File: config.mk
export PLATFORM = sky130hd
export DESIGN_NAME = tnn_neuron_accum
export DESIGN_NICKNAME = d
export VERILOG_FILES = /design/src/rtl/tnn_pkg.sv /design/src/rtl/tnn_acc_add.sv /design/src/rtl/tnn_neuron_accum.sv
export SDC_FILE = /design/constraint.sdc
export NUM_CORES = 1
export LEC_CHECK = 0
export BUFFER_PORTS_ARGS = -buffer_cell sky130_fd_sc_hd__buf_2
export CAP_MARGIN = 20
export CORE_MARGIN = 8
export CORE_UTILIZATION = 47
export CTS_CLUSTER_DIAMETER = 100
export DETAILED_ROUTE_END_ITERATION = 10
export GPL_TIMING_DRIVEN = 0
export MAX_ROUTING_LAYER = met4
export PLACE_DENSITY = 0.68
export SLEW_MARGIN = 10
export SYNTH_ARGS = -nofsm -noshare
export SYNTH_HDL_FRONTEND = slang
export SYNTH_SLANG_ARGS = --single-unit
File: constraint.sdc
create_clock -name clk -period 5.7 [get_ports clk]
set_input_delay 0.285 -clock clk [delete_from_list [all_inputs] [get_ports clk]]
set_output_delay 0.285 -clock clk [all_outputs]
set_load 0.01 [all_outputs]
File: src/rtl/tnn_pkg.sv
// Shared constants for the ternary neuron accumulator: ternary encodings,
// FSM state type and default widths.
package tnn_pkg;

   localparam int unsigned TNN_CNT_W     = 5;
   localparam int unsigned TNN_ACC_W     = 10;
   localparam int unsigned TNN_MAX_BEATS = 16;

   localparam logic [1:0] TNN_POS  = 2'b01;
   localparam logic [1:0] TNN_NEG  = 2'b11;
   localparam logic [1:0] TNN_ZERO = 2'b00;

   typedef enum logic {
      ACC = 1'b0,
      RES = 1'b1
   } tnn_state_e;

endpackage

File: src/rtl/tnn_acc_add.sv
// Signed accumulator adder: ACC_W + D_W -> ACC_W. Wraps by default; with
// TNN_ACC_SAT_EN defined it clamps to the signed range and flags saturation.
module tnn_acc_add
   import tnn_pkg::*;
#(
   parameter int unsigned ACC_W = TNN_ACC_W,
   parameter int unsigned D_W   = TNN_CNT_W + 1
) (
   input  logic [ACC_W-1:0] acc_i,
   input  logic [D_W-1:0]   delta_i,
   output logic [ACC_W-1:0] sum_c,
   output logic             sat_c
);

`ifdef TNN_ACC_SAT_EN
   localparam logic [ACC_W-1:0] MAX_V = {1'b0, {(ACC_W-1){1'b1}}};
   localparam logic [ACC_W-1:0] MIN_V = {1'b1, {(ACC_W-1){1'b0}}};

   logic signed [ACC_W:0] wide_c;
   logic                  ovf_c;

   // One guard bit: overflow shows as disagreement of the top two bits.
   assign wide_c = (ACC_W+1)'($signed(acc_i)) + (ACC_W+1)'($signed(delta_i));
   assign ovf_c  = wide_c[ACC_W] ^ wide_c[ACC_W-1];
   assign sum_c  = ovf_c ? (wide_c[ACC_W] ? MIN_V : MAX_V) : wide_c[ACC_W-1:0];
   assign sat_c  = ovf_c;
`else
   assign sum_c = acc_i + ACC_W'($signed(delta_i));
   assign sat_c = 1'b0;
`endif

endmodule

File: src/rtl/tnn_neuron_accum.sv
// Ternary neuron accumulator: sums pos-neg popcount beats, applies a dual
// threshold at end of neuron. Optional saturation via TNN_ACC_SAT_EN.
module tnn_neuron_accum
   import tnn_pkg::*;
#(
   parameter int unsigned CNT_W     = TNN_CNT_W,
   parameter int unsigned ACC_W     = TNN_ACC_W,
   parameter int unsigned MAX_BEATS = TNN_MAX_BEATS
) (
   input  logic             clk,
   input  logic             rst,
   input  logic             in_valid,
   output logic             in_ready,
   input  logic [CNT_W-1:0] in_pos,
   input  logic [CNT_W-1:0] in_neg,
   input  logic             in_last,
   input  logic [ACC_W-1:0] thr_lo,
   input  logic [ACC_W-1:0] thr_hi,
   output logic             out_valid,
   input  logic             out_ready,
   output logic [1:0]       out_act,
   output logic [ACC_W-1:0] out_sum,
   output logic             out_trunc
);

   localparam int unsigned     D_W      = CNT_W + 1;
   localparam int unsigned     BC_W     = (MAX_BEATS > 1) ? $clog2(MAX_BEATS) : 1;
   localparam logic [BC_W-1:0] LAST_CNT = BC_W'(MAX_BEATS - 1);

   tnn_state_e       state_q, state_d;
   logic [ACC_W-1:0] acc_q, acc_d;
   logic [BC_W-1:0]  cnt_q, cnt_d;
   logic [ACC_W-1:0] thr_lo_q, thr_lo_d;
   logic [ACC_W-1:0] thr_hi_q, thr_hi_d;
   logic             sat_q, sat_d;
   logic             in_ready_q, in_ready_d;
   logic             out_valid_q, out_valid_d;
   logic [1:0]       act_q, act_d;
   logic [ACC_W-1:0] sum_q, sum_d;
   logic             trunc_q, trunc_d;

   logic [D_W-1:0]   delta_c;
   logic             first_c;
   logic [ACC_W-1:0] add_a_c;
   logic [ACC_W-1:0] add_sum_c;
   logic             add_sat_c;
   logic [ACC_W-1:0] thr_lo_c;
   logic [ACC_W-1:0] thr_hi_c;
   logic [1:0]       act_c;

   assign delta_c = D_W'(in_pos) - D_W'(in_neg);
   assign first_c = (cnt_q == '0);
   assign add_a_c = first_c ? '0 : acc_q;

   tnn_acc_add #(
      .ACC_W (ACC_W),
      .D_W   (D_W)
   ) u_add (
      .acc_i   (add_a_c),
      .delta_i (delta_c),
      .sum_c   (add_sum_c),
      .sat_c   (add_sat_c)
   );

   // First beat classifies against live thresholds (they are only latched now).
   assign thr_lo_c = first_c ? thr_lo : thr_lo_q;
   assign thr_hi_c = first_c ? thr_hi : thr_hi_q;
   assign act_c    = ($signed(add_sum_c) > $signed(thr_hi_c)) ? TNN_POS  :
                     ($signed(add_sum_c) < $signed(thr_lo_c)) ? TNN_NEG  :
                                                                TNN_ZERO;

   always_comb begin
      state_d     = state_q;
      acc_d       = acc_q;
      cnt_d       = cnt_q;
      thr_lo_d    = thr_lo_q;
      thr_hi_d    = thr_hi_q;
      sat_d       = sat_q;
      in_ready_d  = in_ready_q;
      out_valid_d = out_valid_q;
      act_d       = act_q;
      sum_d       = sum_q;
      trunc_d     = trunc_q;
      case (state_q)
         ACC: begin
            if (in_valid && in_ready_q) begin
               if (first_c) begin
                  thr_lo_d = thr_lo;
                  thr_hi_d = thr_hi;
               end
               if (in_last || (cnt_q == LAST_CNT)) begin
                  sum_d       = add_sum_c;
                  act_d       = act_c;
                  trunc_d     = ~in_last | sat_q | add_sat_c;
                  acc_d       = '0;
                  cnt_d       = '0;
                  sat_d       = 1'b0;
                  in_ready_d  = 1'b0;
                  out_valid_d = 1'b1;
                  state_d     = RES;
               end else begin
                  acc_d = add_sum_c;
                  cnt_d = cnt_q + BC_W'(1);
                  sat_d = sat_q | add_sat_c;
               end
            end
         end
         RES: begin
            if (out_ready) begin
               out_valid_d = 1'b0;
               in_ready_d  = 1'b1;
               state_d     = ACC;
            end
         end
         default: state_d = ACC;
      endcase
   end

   always_ff @(posedge clk) begin
      if (rst) begin
         state_q     <= ACC;
         acc_q       <= '0;
         cnt_q       <= '0;
         thr_lo_q    <= '0;
         thr_hi_q    <= '0;
         sat_q       <= 1'b0;
         in_ready_q  <= 1'b1;
         out_valid_q <= 1'b0;
         act_q       <= TNN_ZERO;
         sum_q       <= '0;
         trunc_q     <= 1'b0;
      end else begin
         state_q     <= state_d;
         acc_q       <= acc_d;
         cnt_q       <= cnt_d;
         thr_lo_q    <= thr_lo_d;
         thr_hi_q    <= thr_hi_d;
         sat_q       <= sat_d;
         in_ready_q  <= in_ready_d;
         out_valid_q <= out_valid_d;
         act_q       <= act_d;
         sum_q       <= sum_d;
         trunc_q     <= trunc_d;
      end
   end

   assign in_ready  = in_ready_q;
   assign out_valid = out_valid_q;
   assign out_act   = act_q;
   assign out_sum   = sum_q;
   assign out_trunc = trunc_q;

endmodule

* After elaboration in Yosys (flattened, before gate mapping)
Cells that the tools add are included.
** Cells by class
- Reduce and logical (&&, ||, !) cells :: 6
- Bitwise gates (word level) :: 2
- $add $sub $neg :: 3
- Equality and inequality tests :: 4
- Order comparisons :: 2
- Muxes and demuxes :: 19
** Operators by type and width (count)
- two-way mux 10 bit :: 4
- adder 10 bit :: 1
- greater-than comparator 10 bit :: 1
- < comparator 10 bit :: 1
- two-way mux 1 bit :: 9
- != test 2 bit (second input constant) :: 3
- one-hot mux 1 bit (2 select lines) :: 3
- AND reduction 3 bit :: 2
- subtractor 5 x 5 -> 6 bit :: 1
- adder 4 x 1 -> 4 bit (second input constant) :: 1
- equality test 4 bit (second input constant) :: 1
- logical NOT 4 bit :: 1
- two-way mux 2 bit :: 2
- two-way mux 4 bit :: 1
- inverter 1 bit :: 2
- AND reduction 2 bit :: 1
- logical AND 1 bit :: 1
- logical OR 1 bit :: 1
** Word-level totals
- Input port bits :: 35
- Word-level logic and storage cells :: 46
- Flip-flop bits (word level) :: 50
- Output and inout port bits :: 15

* Depth between registers and ports, before layout
- Depth after elaboration :: 6
- Gate-level depth with buffers :: 22
- Depth with buffers taken out :: 20

* Hierarchy
A second synthesis with hierarchy kept.
** Second synthesis, totals
- Cell total of the unflattened synthesis :: 375
- Area total of the unflattened synthesis :: 3095.5 sq um
** Modules (own cells, without submodules)
- tnn_neuron_accum :: sequential area each 1021.0 sq um, area an instance 2698.8 sq um, instances 1, cells each 322
- tnn_acc_add :: sequential area each 0.0 sq um, area an instance 396.6 sq um, instances 1, cells each 53

* Worst setup path after synthesis
Ideal clock, no wire load.
- Path type :: reg2reg
- Start :: register cnt_q[0]
- End :: register act_q[1], in the netlist out_act[1]
- Path buffers :: 2
- Period minus slack after synthesis :: 4.016 ns
- Cell stages (with the launch flop) :: 21
- Library setup time :: 0.070 ns
- Arrival time :: 3.946 ns
- Required time :: 5.630 ns
- Slack :: 1.684 ns
- Path through :: dfxtp_1 -> inv_1 -> ha_1 -> nor3b_2 -> buf_2 -> clkbuf_1 -> nor2b_1 -> ha_1 -> inv_1 -> fa_1 -> nor2b_1 -> o21ai_0 -> a21oi_1 -> o41a_1 -> xor2_1 -> ha_1 -> and3_1 -> a221oi_1 -> a21oi_1 -> or3_1 -> a21oi_1
** On the way
- Word-level cells in the longest chain between the ends :: 6
- Elaborated cells on any way between the ends :: 12
- Those cells by class :: add/sub (1); order compare (2); eq/ne (1); mux (5); reduce/logical (3)
** RTL lines
- start: declaration :: RTL line tnn_neuron_accum.sv:32 : logic [BC_W-1:0] cnt_q, cnt_d;
- start signal: assignment :: RTL line tnn_neuron_accum.sv:135 : cnt_q <= cnt_d;
- logical NOT 4 bit (*) :: RTL line tnn_neuron_accum.sv:52 : assign first_c = (cnt_q == '0);
- two-way mux 10 bit (*) :: RTL line tnn_neuron_accum.sv:53 : assign add_a_c = first_c ? '0 : acc_q;
- adder 10 bit (*) :: RTL line tnn_acc_add.sv:28 : assign sum_c = acc_i + ACC_W'($signed(delta_i));
- via add_sum_c[8] :: RTL line tnn_neuron_accum.sv:45 : logic [ACC_W-1:0] add_sum_c;
- < comparator 10 bit :: RTL line tnn_neuron_accum.sv:69 : ($signed(add_sum_c) < $signed(thr_lo_c)) ? TNN_NEG :
- two-way mux 2 bit :: RTL line tnn_neuron_accum.sv:69
- two-way mux 2 bit (*) :: RTL line tnn_neuron_accum.sv:68 : assign act_c = ($signed(add_sum_c) > $signed(thr_hi_c)) ? TNN_POS :
- end signal: assignment :: RTL line tnn_neuron_accum.sv:141 : act_q <= act_d;
- end: declaration :: RTL line tnn_neuron_accum.sv:38 : logic [1:0] act_q, act_d;
Mark *: on every way through the listed nets, which the timed path passes. The rest lies on a longest branch.
A chain may end at the register's enable or synchronous reset.

* Worst setup path after layout
Ends and elaborated chain as after synthesis.

==> flow_summary.json <==
{
  "status": "complete, no violations",
  "grt_start_max_net_pins": 15,
  "syn_inst": 386,
  "final_max_slew_viol_count": 0,
  "drc": 0,
  "layout_common_cells": "sky130_fd_sc_hd__buf_2 (52), sky130_fd_sc_hd__dfxtp_1 (50), sky130_fd_sc_hd__nor2_1 (45)",
  "vdd_ir_drop_max_mv": 0.0948,
  "overall_die_height_um": 98.3,
  "placer_congestion_estimate": 0.860,
  "end_kind": "flip-flop",
  "synth_seq_area_share_pct": 31.5,
  "clk_pin_slew_worst_paths_ps": 90,
  "route.detailed.vias_per_inst": 5.59,
  "htree_levels": 2,
  "finalSetupViolCount": 0,
  "io_buffers": 49,
  "ios": 50,
  "min_tclk_post_route_ps": 4850,
  "internal_power_uw": 622,
  "r2r-start": "cnt_q[0]",
  "drive_gt1_share_pct": 13.5,
  "avgRoutedWirePerCell_um": 15.7,
  "worst-slew-pin-transition_ps": 836,
  "final_nets": 514,
  "netSwitchingFraction_pct": 32.8,
  "grt_first_pass_wirelength_um": 13600,
  "power.share.clock_pct": 27.2,
  "fp-row-count": 30,
  "p_sw_uw": 304,
  "clock_buffers_created_by_tritoncts": 5,
  "cts_sinks": 50,
  "placeableCoreArea_mm2": 0.00668,
  "crit_path_start_kind": "flip-flop",
  "grt_util_all_layers_pct": 17.7,
  "pre_cts_ws_ps": 916,
  "insertedDiodeCount": 0,
  "synthArstFlopShare_pct": 0,
  "final.setup_skew_ps": 7.18,
  "clock_tree.buffer_depth": 2,
  "powerDensity_mw_per_mm2": 255,
  "starting_utilization_of_the_core_area_pct": 47.6,
  "ctsRootBufferMaster": "sky130_fd_sc_hd__clkbuf_8",
  "worstSkewPairLatency_ps": 310,
  "synth_enable_flop_cells": 0,
  "timing.final.hold_violations": 0,
  "worst_ep_required_time_ps": 5940,
  "total_power_uw": 925,
  "wirelength_um": 8190,
  "area_growth_syn_to_layout_pct": 14.2,
  "vias_in_the_first_global_route": 2887,
  "vias": 2921,
  "max_cap_viol_count": 0,
  "postSynthNetCount": 458,
  "initialDrtViolationCount": 136,
  "chip_width_um": 98.3,
  "rrSetupSlack_ps": 850,
  "synth.distinct_cells": 49,
  "proportion_of_power_drawn_by_flip_flops_and_latches_pct": 42.2,
  "synth-seq-cells": 50,
  "overflow": 0,
  "antenna_found_initial": 0,
  "critical_path_peak_fanout": 10,
  "layout_worst_path_cycle_share_pct": 85.1,
  "worstSetupPathType": "flip-flop to flip-flop",
  "drt-pass1-iter-count": 4,
  "cts-resized-gates": 0,
  "hold_end": "in_ready",
  "cts_hold_repair.buffers": 0,
  "synth_cell_area_mm2": 0.00318,
  "whs_path_cells": 2,
  "max_freq_ghz": 0.206,
  "synth_area_per_cell_um2": 8.24,
  "layout_commonest_cell": "sky130_fd_sc_hd__buf_2",
  "rsz0062_at_grt": "false",
  "timing.hold.worst.start": "out_ready",
  "arrival_ps": 5090,
  "reg2regPathDepth": 20,
  "pwr-share-comb_pct": 30.6,
  "drt.antenna.violating_nets": 0,
  "timing.max_slew.rel_slack_pct": 44.0,
  "worst_slack_setup_final_ps": 847,
  "total_negative_slack_ps": 0,
  "r2r-end": "out_act[1]",
  "tritoncts": "built",
  "die_area_mm2": 0.00966,
  "synthFlopType": "sky130_fd_sc_hd__dfxtp_1",
  "dp_hpwl_um": 6270,
  "yosys_warnings": 0,
  "p_leak_nw": 1.67,
  "post_cts_setup_repair_bufs": 0,
  "worstHoldPathType": "primary input to flip-flop"
}
-- sequential cells by signal (all words and copies together), names as in the netlist --
| register | count |
|---|---|
| in_ready | 1 |
| cnt_q | 4 |
| out_valid | 1 |
| acc_q | 10 |
| state_q | 1 |
| thr_lo_q | 10 |
| out_sum | 10 |
| thr_hi_q | 10 |
| out_act | 2 |
| out_trunc | 1 |
-- area by class of cell --
| type | count | area (um^2) |
|---|---|---|
| plain buffers | 22 | 86.3 |
| clock buffers | 7 | 76.3 |
| clock inverters | 1 | 30.0 |
| fillers | 659 | 3050 |
| inverters | 22 | 82.6 |
| multi-input cells | 292 | 2010 |
| flip-flops and latches | 50 | 1000 |
| well taps | 80 | 100 |
| repair buffers | 49 | 245 |
-- cells in the mapped netlist (2+ instances only) --
master | n | area [um^2]
sky130_fd_sc_hd__dfxtp_1 | 50 | 1000
sky130_fd_sc_hd__nor2_1 | 45 | 169
sky130_fd_sc_hd__nand2_1 | 36 | 135
sky130_fd_sc_hd__ha_1 | 35 | 438
sky130_fd_sc_hd__a21oi_1 | 28 | 140
sky130_fd_sc_hd__a211oi_1 | 24 | 180
sky130_fd_sc_hd__inv_1 | 22 | 82.6
sky130_fd_sc_hd__mux2i_1 | 19 | 190
sky130_fd_sc_hd__clkbuf_1 | 18 | 67.6
sky130_fd_sc_hd__nand3_1 | 12 | 60.1
sky130_fd_sc_hd__nor2b_1 | 11 | 68.8
sky130_fd_sc_hd__nor3_1 | 8 | 40.0
sky130_fd_sc_hd__xnor2_1 | 7 | 61.3
sky130_fd_sc_hd__o21ai_0 | 6 | 30.0
sky130_fd_sc_hd__nand3b_1 | 5 | 37.5
sky130_fd_sc_hd__nand2b_1 | 4 | 25.0
sky130_fd_sc_hd__a21o_1 | 3 | 22.5
sky130_fd_sc_hd__buf_2 | 3 | 15.0
sky130_fd_sc_hd__o211ai_1 | 3 | 22.5
sky130_fd_sc_hd__or3_1 | 3 | 18.8
sky130_fd_sc_hd__xor2_1 | 3 | 26.3
sky130_fd_sc_hd__a221oi_1 | 2 | 17.5
sky130_fd_sc_hd__a22oi_1 | 2 | 15.0
sky130_fd_sc_hd__fa_1 | 2 | 40.0
sky130_fd_sc_hd__nand4_1 | 2 | 12.5
sky130_fd_sc_hd__nand4b_1 | 2 | 17.5
sky130_fd_sc_hd__nor3b_1 | 2 | 15.0
sky130_fd_sc_hd__nor4b_1 | 2 | 17.5
sky130_fd_sc_hd__o21a_1 | 2 | 15.0
sky130_fd_sc_hd__o21bai_1 | 2 | 15.0
sky130_fd_sc_hd__o22ai_1 | 2 | 12.5
sky130_fd_sc_hd__o31ai_1 | 2 | 15.0
sky130_fd_sc_hd__o32ai_1 | 2 | 17.5
sky130_fd_sc_hd__or4_1 | 2 | 15.0
-- kinds of logic after synthesis --
kind of cell,Yosys count,share of synthesized area [%]
and+or+nand+nor,138,21.0
buffers and inverters,44,5.31
DFF,50,31.5
adders and majority gates,37,15.0
AOI/OAI and AO/OA,88,18.5
xor gates and xnor gates,10,2.75
muxes,19,5.98
-- critical path, cell delays in order (launching register included) --
cell and delay (ps):
sky130_fd_sc_hd__dfxtp_1 340, sky130_fd_sc_hd__inv_1 80, sky130_fd_sc_hd__ha_1 160, sky130_fd_sc_hd__nor3b_2 220
sky130_fd_sc_hd__buf_2 340, sky130_fd_sc_hd__clkbuf_1 450, sky130_fd_sc_hd__nor2b_1 100, sky130_fd_sc_hd__ha_1 230
sky130_fd_sc_hd__inv_1 70, sky130_fd_sc_hd__fa_1 210, sky130_fd_sc_hd__nor2b_1 60, sky130_fd_sc_hd__o21ai_0 200
sky130_fd_sc_hd__a21oi_1 140, sky130_fd_sc_hd__o41a_1 420, sky130_fd_sc_hd__xor2_1 320, sky130_fd_sc_hd__ha_1 310
sky130_fd_sc_hd__and3_1 200, sky130_fd_sc_hd__a221oi_1 260, sky130_fd_sc_hd__a21oi_1 150, sky130_fd_sc_hd__or3_1 370
sky130_fd_sc_hd__a21oi_1 140
-- power groups by stage --
stage | clock network [mW] | logic (mW) | registers [mW]
6_report | 0.252 | 0.283 | 0.390
5_1_grt | 0.268 | 0.317 | 0.394
4_1_cts | 0.258 | 0.284 | 0.390
3_5_place_dp | 0 | 0.282 | 0.399
3_3_place_gp | 0 | 0.274 | 0.398
2_1_floorplan | 0 | 0.196 | 0.400
-- worst max path at each step --
stage | end | cells after the start | slack (ps) | from
after floorplan | out_act[1] | 20 | 1680 | cnt_q[0]
after global placement | out_act[1] | 19 | 950 | cnt_q[0]
after detailed placement | out_act[1] | 20 | 920 | cnt_q[0]
after CTS | out_act[1] | 20 | 870 | cnt_q[0]
after global routing | out_act[1] | 20 | 450 | cnt_q[0]
final | out_act[1] | 20 | 850 | cnt_q[0]
-- through the flow --
step | utilization [%] | hold WS, ps | instance area (um^2) | cells
global placement | 52.8 | 436 | 3530 | 515
detailed placement | 52.8 | 441 | 3530 | 515
finish | 54.4 | 234 | 3630 | 523
floorplan | - | 381 | 3180 | 386
CTS | 54.4 | 223 | 3630 | 523
global route | 54.4 | 243 | 3630 | 523
-- routing by layer --
metal | up-vias | share of wire (%) | track usage (%)
met2 | 58 | 50 | 30.8
met3 | 8 | 5.3 | 4.48
met4 | 0 | 0.98 | 4.37
met1 | 1363 | 44 | 19.6
met5 | - | 0 | -
li1 | 1492 | - | -
Power figures use the tool's default switching activity.
